File: config.mk
export PLATFORM = sky130hd
export DESIGN_NAME = unified_mem_arbiter
export DESIGN_NICKNAME = d
export VERILOG_FILES = /design/src/rtl/unified_mem_arbiter_pkg.sv /design/src/rtl/unified_mem_arbiter_age_counter.sv /design/src/rtl/unified_mem_arbiter.sv
export SDC_FILE = /design/constraint.sdc
export NUM_CORES = 1
export LEC_CHECK = 0
export BUFFER_PORTS_ARGS = -buffer_cell sky130_fd_sc_hd__buf_2
export CORE_UTILIZATION = 35
export DETAILED_ROUTE_END_ITERATION = 8
export HOLD_SLACK_MARGIN = 0.05
export PLACE_DENSITY = 0.69
export RECOVER_POWER = 50
export SETUP_SLACK_MARGIN = 0.1
export SYNTH_ARGS = -nofsm -noshare
export SYNTH_HDL_FRONTEND = slang
export SYNTH_SLANG_ARGS = --single-unit
File: constraint.sdc
create_clock -name clk -period 9.09 [get_ports clk]
set_input_delay 1.3635 -clock clk [delete_from_list [all_inputs] [get_ports clk]]
set_output_delay 1.3635 -clock clk [all_outputs]
set_load 0.005 [all_outputs]
File: src/rtl/unified_mem_arbiter_pkg.sv
// Shared types for the unified memory arbiter: response-owner codes and age counter width.
package unified_mem_arbiter_pkg;

  typedef enum logic [1:0] {
    OWN_NONE = 2'b00,
    OWN_IF   = 2'b01,
    OWN_D    = 2'b10
  } owner_e;

  localparam int ARB_AGE_W = 4;

endpackage

File: src/rtl/unified_mem_arbiter_age_counter.sv
// Saturating starvation counter: counts consecutive cycles the fetch port is kept waiting.
module arb_age_counter
  import unified_mem_arbiter_pkg::*;
#(
  parameter int MAX_WAIT = 4
) (
  input  logic                 clk,
  input  logic                 rst,
  input  logic                 inc,
  input  logic                 clr,
  output logic [ARB_AGE_W-1:0] age,
  output logic                 sat
);

  assign sat = (age == ARB_AGE_W'(MAX_WAIT));

  always_ff @(posedge clk or posedge rst) begin
    if (rst) begin
      age <= '0;
    end else if (clr) begin
      age <= '0;
    end else if (inc && !sat) begin
      age <= age + 1'b1;
    end
  end

endmodule

File: src/rtl/unified_mem_arbiter.sv
// Arbitrates one single-port synchronous memory between fetch (IF) and load/store (D),
// and routes read data back to whichever port owned the grant.
module unified_mem_arbiter
  import unified_mem_arbiter_pkg::*;
#(
  parameter int ADDR_W   = 10,
  parameter int MEM_LAT  = 1,
  parameter int MAX_WAIT = 4
) (
  input  logic              clk,
  input  logic              rst,
  input  logic              if_req,
  input  logic [ADDR_W-1:0] if_addr,
  output logic              if_gnt,
  output logic              if_rvalid,
  output logic [31:0]       if_rdata,
  input  logic              d_req,
  input  logic              d_we,
  input  logic [ADDR_W-1:0] d_addr,
  input  logic [31:0]       d_wdata,
  input  logic [3:0]        d_be,
  output logic              d_gnt,
  output logic              d_rvalid,
  output logic [31:0]       d_rdata,
  output logic              mem_en,
  output logic              mem_we,
  output logic [ADDR_W-1:0] mem_addr,
  output logic [31:0]       mem_wdata,
  output logic [3:0]        mem_be,
  input  logic [31:0]       mem_rdata
);

  // Handshake: a requester holds req and its fields steady until it sees gnt in the
  // same cycle; a gnt cycle is the transfer, and each load yields exactly one rvalid.

  logic [ARB_AGE_W-1:0] age;
  logic                 age_sat;
  owner_e               own_in;
  owner_e               own_s0;
  owner_e               own_out;

  arb_age_counter #(.MAX_WAIT(MAX_WAIT)) u_age (
    .clk (clk),
    .rst (rst),
    .inc (if_req && !if_gnt),
    .clr (if_gnt || !if_req),
    .age (age),
    .sat (age_sat)
  );

  // D wins contention unless IF has been starved for MAX_WAIT cycles.
  assign d_gnt  = !rst && d_req && !(if_req && age_sat);
  assign if_gnt = !rst && if_req && !d_gnt;

  always_comb begin
    mem_en    = 1'b0;
    mem_we    = 1'b0;
    mem_addr  = '0;
    mem_wdata = '0;
    mem_be    = 4'h0;
    own_in    = OWN_NONE;
    if (d_gnt) begin
      mem_en    = 1'b1;
      mem_we    = d_we;
      mem_addr  = d_addr;
      mem_wdata = d_wdata;
      mem_be    = d_be;
      own_in    = d_we ? OWN_NONE : OWN_D;
    end else if (if_gnt) begin
      mem_en    = 1'b1;
      mem_addr  = if_addr;
      mem_be    = 4'hF;
      own_in    = OWN_IF;
    end
  end

  always_ff @(posedge clk or posedge rst) begin
    if (rst) begin
      own_s0 <= OWN_NONE;
    end else begin
      own_s0 <= own_in;
    end
  end

  // Owner pipeline depth tracks memory read latency so the tag lines up with mem_rdata.
  generate
    if (MEM_LAT == 1) begin : g_lat1
      assign own_out = own_s0;
    end else begin : g_lat2
      owner_e own_s1;
      always_ff @(posedge clk or posedge rst) begin
        if (rst) begin
          own_s1 <= OWN_NONE;
        end else begin
          own_s1 <= own_s0;
        end
      end
      assign own_out = own_s1;
    end
  endgenerate

  always_ff @(posedge clk or posedge rst) begin
    if (rst) begin
      if_rvalid <= 1'b0;
      if_rdata  <= '0;
      d_rvalid  <= 1'b0;
      d_rdata   <= '0;
    end else begin
      if_rvalid <= (own_out == OWN_IF);
      d_rvalid  <= (own_out == OWN_D);
      if (own_out == OWN_IF) begin
        if_rdata <= mem_rdata;
      end
      if (own_out == OWN_D) begin
        d_rdata <= mem_rdata;
      end
    end
  end

endmodule

# --- Word level (Yosys, flattened, before mapping) ---
# Index checks and enable logic that the tools add are counted.
op_classes:
  muxes: 13
  n_eq_ne: 3
  add_sub_neg: 1
  n_reduce_logical: 15
ops:
  columns: ["operator", "count"]
  rows:
  - ["two-way mux 32 bit", 1]
  - ["two-way mux 10 bit", 2]
  - ["two-way mux 4 bit", 4]
  - ["logical AND 1 bit", 7]
  - ["zero test 1 bit", 6]
  - ["adder 4 x 1 -> 4 bit, second input constant", 1]
  - ["equality test 4 x 3 -> 1 bit, second input constant", 1]
  - ["two-way mux 1 bit", 4]
  - ["two-way mux 2 bit", 2]
  - ["equality test 2 x 1 -> 1 bit, second input constant", 1]
  - ["equality test 2 bit, second input constant", 1]
  - ["nonzero test 2 bit", 1]
  - ["logical OR 1 bit", 1]
word_totals:
  output_inout_bits: 116
  reg_bits: 72
  wordCells: 38
  inputBits: 93

# --- Longest topological paths before layout ---
depth:
  depth_word: 11
  depth_mapped: 7
  ltp_nobuf: 6

# --- Modules after synthesis ---
# A second synthesis with hierarchy kept.
hier_totals:
  hier_cells: 251
  area_unflattened_um2: 3331.9
modules_own_cells:
  columns: ["mod", "n_inst", "cells_each", "seq_area_each_um2", "area_per_inst_um2"]
  rows:
  - ["unified_mem_arbiter", 1, 226, 1701.6, 3094.2]
  - ["arb_age_counter", 1, 25, 100.1, 237.7]

# --- Worst setup path after synthesis ---
# No wires, ideal clock.
synth_timing:
  kind: "input port to output port"
  start: "input port rst"
  end: "output port mem_wdata[22]"
  required_ns: 7.727
  setup_slack_ns: 3.972
  path_stages: 5
  arrival_ns: 3.755
  path_buffers: 1
  cell_sequence: "inv_1 -> nand3_2 -> inv_2 -> buf_2 -> and2_1"
synth_between:
  elab_chain_len: 4
synth_lines:
  columns: ["item", "line", "rtl"]
  rows:
  - ["start: declaration", "unified_mem_arbiter.sv:11", "input logic rst,"]
  - ["zero test 1 bit (no source line)", null, null]
  - ["logical AND 1 bit (2 in series)", "unified_mem_arbiter.sv:52", "assign d_gnt = !rst && d_req && !(if_req && age_sat);"]
  - ["named net d_gnt", "unified_mem_arbiter.sv:22", "output logic d_gnt,"]
  - ["two-way mux 32 bit", "unified_mem_arbiter.sv:62", "if (d_gnt) begin"]
  - ["end: declaration", "unified_mem_arbiter.sv:28", "output logic [31:0] mem_wdata,"]
# The timed path passes the listed nets, and every way through them passes these cells.

# --- Worst setup path after layout ---
layout_timing:
  start: "input port if_req"
  end: "output port mem_addr[8]"
layout_between:
  elab_chain_len: 7
  word_cells_on_any_way: 8
  classes_between: "mux: 2; reduce/logical: 6"
layout_lines:
  columns: ["item", "line", "rtl"]
  rows:
  - ["start: declaration", "unified_mem_arbiter.sv:12", "input logic if_req,"]
  - ["logical AND 1 bit", "unified_mem_arbiter.sv:52", null]
  - ["zero test 1 bit", "unified_mem_arbiter.sv:52", null]
  - ["logical AND 1 bit", "unified_mem_arbiter.sv:52", null]
  - ["zero test 1 bit", "unified_mem_arbiter.sv:53", "assign if_gnt = !rst && if_req && !d_gnt;"]
  - ["logical AND 1 bit", "unified_mem_arbiter.sv:53", null]
  - ["two-way mux 10 bit", "unified_mem_arbiter.sv:69", "end else if (if_gnt) begin"]
  - ["two-way mux 10 bit (*)", "unified_mem_arbiter.sv:62", null]
  - ["end: declaration", "unified_mem_arbiter.sv:27", "output logic [ADDR_W-1:0] mem_addr,"]
# Mark *: on every way between the ends. The rest lies on a longest branch, timed or not.

==> report_table.html <==
<table>
<tr><th>Metric</th><th>Value</th></tr>
<tr><th colspan="2">Run status</th></tr>
<tr><td>Status</td><td>finished, violations left</td></tr>
<tr><td>Violated checks</td><td>capacitance limit, slew limit</td></tr>
<tr><th colspan="2">GRT</th></tr>
<tr><td>Global routing usage summed across all routing layers</td><td>0.1801</td></tr>
<tr><td>Largest net degree at the start of global routing</td><td>74</td></tr>
<tr><td>Initial antenna violation count</td><td>0</td></tr>
<tr><td>Via count of the first global-routing pass</td><td>approximately 2700</td></tr>
<tr><td>Global-route wire length before repair</td><td>13.17 mm</td></tr>
<tr><td>Sum of overflow across all layers after global routing</td><td>0</td></tr>
<tr><th colspan="2">Route</th></tr>
<tr><td>Initial drt markers</td><td>52</td></tr>
<tr><td>Number of remaining DRC errors</td><td>0</td></tr>
<tr><td>DRT Pass-1 Iters</td><td>4</td></tr>
<tr><td>Average wire per standard cell</td><td>between 15 and 20 um</td></tr>
<tr><td>Detailed-route vias per instance</td><td>about 4.7</td></tr>
<tr><td>Final routed wirelength across all metal layers</td><td>roughly 8.2 mm</td></tr>
<tr><td>Antenna viol nets, final</td><td>0</td></tr>
<tr><td>Vias after detailed routing</td><td>~2600</td></tr>
<tr><th colspan="2">Finish</th></tr>
<tr><td>Synthesis-to-finish area growth</td><td>42.49%</td></tr>
<tr><td>Ratio of cells with drive above 1 in the final layout</td><td>0.6858</td></tr>
<tr><td>Post-route cell area</td><td>4473 um2</td></tr>
<tr><td>Most frequent cells in the layout</td><td>207 x buf_2, 72 x dfrtp_1, 63 x mux2_2</td></tr>
<tr><td>Final net count</td><td>527</td></tr>
<tr><td>Most frequent standard cell in the layout excluding fill and tap cells</td><td>buf_2</td></tr>
<tr><td>Share of the core filled with cells in the final layout</td><td>0.5129</td></tr>
<tr><td>Diode insertion count for antenna repair</td><td>0</td></tr>
<tr><td>Post-layout instance count excluding filler cells</td><td>544</td></tr>
<tr><th colspan="2">Critical path</th></tr>
<tr><td>Worst setup path end</td><td>mem_addr[8]</td></tr>
<tr><td>Crit start category</td><td>input pin</td></tr>
<tr><td>Type of the worst setup path</td><td>input pin to output port</td></tr>
<tr><td>Startpoint of the worst-slack reg-to-reg timing path</td><td>own_out[0]</td></tr>
<tr><td>Worst Setup End Kind</td><td>output port</td></tr>
<tr><td>Worst-case reg-to-reg path depth</td><td>2</td></tr>
<tr><td>FF-to-FF setup slack</td><td>5.85 ns</td></tr>
<tr><td>Crit path from</td><td>if_req</td></tr>
<tr><td>Largest fanout on the critical path</td><td>13</td></tr>
<tr><td>Data arrival at the endpoint of the critical path</td><td>3.43 ns</td></tr>
<tr><td>Critical Path RT</td><td>7.73 ns</td></tr>
<tr><td>Endpoint of the worst-slack reg-to-reg timing path</td><td>d_rdata[15]</td></tr>
<tr><th colspan="2">Power</th></tr>
<tr><td>Worst IR drop on VDD</td><td>71.45 uV</td></tr>
<tr><td>Leakage power total</td><td>2.360 nW</td></tr>
<tr><td>Total power</td><td>around 910 uW</td></tr>
<tr><td>PwrDens</td><td>about 200 nW/um2</td></tr>
<tr><th colspan="2">Run</th></tr>
<tr><td>Count of maximum capacitance violations</td><td>3</td></tr>
<tr><th colspan="2">Timing</th></tr>
<tr><td>WHS</td><td>slightly above 0.5 ns</td></tr>
<tr><td>Period utilisation layout</td><td>0.5273</td></tr>
<tr><td>Remaining max-slew budget at the tightest pin</td><td>-1.047</td></tr>
<tr><td>Unrepaired setup endpoints after global routing</td><td>no</td></tr>
<tr><td>Setup violators final</td><td>0</td></tr>
<tr><td>Total count of max-transition violations in the final report</td><td>between 80 and 90</td></tr>
<tr><td>Setup tns final</td><td>0 ns</td></tr>
<tr><td>Final Worst Setup Slack</td><td>about 4.3 ns</td></tr>
<tr><td>Endpoints failing hold</td><td>0</td></tr>
<tr><td>Crit path time final</td><td>~4.8 ns</td></tr>
<tr><td>FMAX</td><td>about 0.21 GHz</td></tr>
<tr><td>Worst clock skew</td><td>approximately 0.0083 ns</td></tr>
<tr><td>Actual slew at the worst max-slew pin</td><td>3.064 ns</td></tr>
<tr><th colspan="2">Clocking</th></tr>
<tr><td>Level count of the clock H-tree</td><td>3</td></tr>
<tr><td>Number of sinks driven by the clock tree</td><td>72</td></tr>
<tr><td>Clock tree from TritonCTS</td><td>yes</td></tr>
<tr><td>Post-cts resize count</td><td>0</td></tr>
<tr><td>Clock root buffer</td><td>clkbuf_8</td></tr>
<tr><td>Clock latency at the later pin of the worst-skew pair</td><td>0.34 ns</td></tr>
<tr><td>Total clock buffers created by CTS</td><td>9</td></tr>
<tr><td>Deepest clock path buffer count</td><td>2</td></tr>
<tr><td>Post-CTS Setup Repair Bufs</td><td>0</td></tr>
<tr><td>Number of buffers inserted for hold repair after clock tree synthesis</td><td>0</td></tr>
<tr><td>Register clock-pin slew on the reported worst setup and hold paths</td><td>about 0.070 ns</td></tr>
<tr><th colspan="2">Place</th></tr>
<tr><td># port buffers</td><td>~210</td></tr>
<tr><td>Setup slack at placement</td><td>approximately 4.2 ns</td></tr>
<tr><td>HPWL reported at the end of detailed placement</td><td>between 6 and 7 mm</td></tr>
<tr><td>RD Place Congestion</td><td>0.8255</td></tr>
<tr><td>Placed Instance Area</td><td>about 4300 um2</td></tr>
<tr><td>Total instance count after detailed placement</td><td>529</td></tr>
<tr><th colspan="2">Logic synthesis</th></tr>
<tr><td>Synth warn</td><td>0</td></tr>
<tr><td>Synth Area in Compound Gates</td><td>0.05859</td></tr>
<tr><td>Simple-Gate Fraction of Synth Area</td><td>0.09526</td></tr>
<tr><td>Post-synthesis mux area share</td><td>0.2296</td></tr>
<tr><td>XOR/XNOR share of the synthesized area</td><td>0.002790</td></tr>
<tr><td>Synth Area in Adders</td><td>0.007971</td></tr>
<tr><td>Library cells used by synthesis</td><td>26</td></tr>
<tr><td>Post-Syn Instances</td><td>between 200 and 250</td></tr>
<tr><td>Post-Synthesis Net Count</td><td>320</td></tr>
<tr><td>Mean instance size in the synthesized netlist</td><td>13.95 um2</td></tr>
<tr><td>Dominant combinational cell family by area after synthesis</td><td>multiplexers</td></tr>
<tr><td>Portion of the post-synthesis area used by sequential elements</td><td>0.5739</td></tr>
<tr><td>Post-synthesis instance area</td><td>~3100 um2</td></tr>
<tr><td>Post-synthesis register bit count</td><td>72</td></tr>
<tr><th colspan="2">Die</th></tr>
<tr><td>Count of boundary I/O pins</td><td>209</td></tr>
<tr><td>Initial standard-cell utilization of the core</td><td>0.3600</td></tr>
<tr><td>Num rows</td><td>34</td></tr>
<tr><td>Core Area</td><td>approximately 8700 um2</td></tr>
<tr><td>Chip width</td><td>96.71 um</td></tr>
<tr><td>Die area</td><td>around 9400 um2</td></tr>
<tr><td>Die height</td><td>between 90 and 100 um</td></tr>
<tr><th colspan="2">Hold path</th></tr>
<tr><td>Class of the most critical hold timing path</td><td>flip-flop to flip-flop</td></tr>
</table>
-- worst min-delay path by stage --
stage	end	slack [ns]	start	depth (start not counted)
floorplan	if_rdata[26]	0.50	if_rdata[26]	1
global placement	if_rdata[10]	0.48	if_rdata[10]	1
detailed placement	if_rdata[22]	0.49	if_rdata[22]	1
CTS	if_rdata[29]	0.50	if_rdata[29]	1
global route	d_rdata[30]	0.52	d_rdata[30]	1
finish	if_rdata[29]	0.50	if_rdata[29]	1
-- power breakdown --
| group | internal [mW] | switching (mW) |
|---|---|---|
| Clock | 0.189 | 0.116 |
| Sequential | 0.382 | 0.0288 |
| Combinational | 0.116 | 0.0787 |
| Total | 0.687 | 0.224 |
-- cell type report --
type	count	area (um2)
sequential	72	1802
clock inverter	5	103.9
clock buffer	10	137.6
inverter	6	22.52
tap	108	135.1
timing repair buffer	209	1047
fill	809	4248
multi-input combinational	134	1225
-- metal layers --
metal	GRT usage	part of all wire
met5	0	0
met1	0.1997	0.40
met2	0.3277	0.52
met4	0.04937	0.012
met3	0.05925	0.069
-- critical path: stages --
cell and delay, ns:
buf_2 0.14, inv_1 0.08, a211oi_1 1.38, a22o_2 0.35
buf_2 0.11
-- logic make-up after synthesis --
family,Yosys count
flops,72
mux,64
simple gates,47
compound gates,20
buf+inv,19
fa+ha+maj,2
xor+xnor,1
-- state kept, by name, indices dropped and copies added (netlist names) --
| register | count |
|---|---|
| d_rdata | 32 |
| if_rvalid | 1 |
| if_rdata | 32 |
| own_out | 2 |
| d_rvalid | 1 |
| u_age.age | 4 |
-- cell usage after synthesis, drive strengths merged --
cell type   n  area [um2]
buf        11       67.56
dfrtp      72        1802
nand4b      1       8.760
a311oi      1       8.760
a211oi      1       20.02
nand2       1       3.750
nand3       4       25.02
nor2        3       11.26
o21ai       2       10.01
mux2       64       720.7
and2       33       206.5
nand2b      2       12.51
xor2        1       8.760
inv         6       22.52
ha          2       25.02
o32ai       1       8.760
o22ai       1       6.260
nor3        1       5.000
o21a        4       30.03
a22o       10       100.1
nor2b       1       6.260
nand3b      1       20.02
clkbuf      2       10.01
Power figures use the tool's default switching activity.
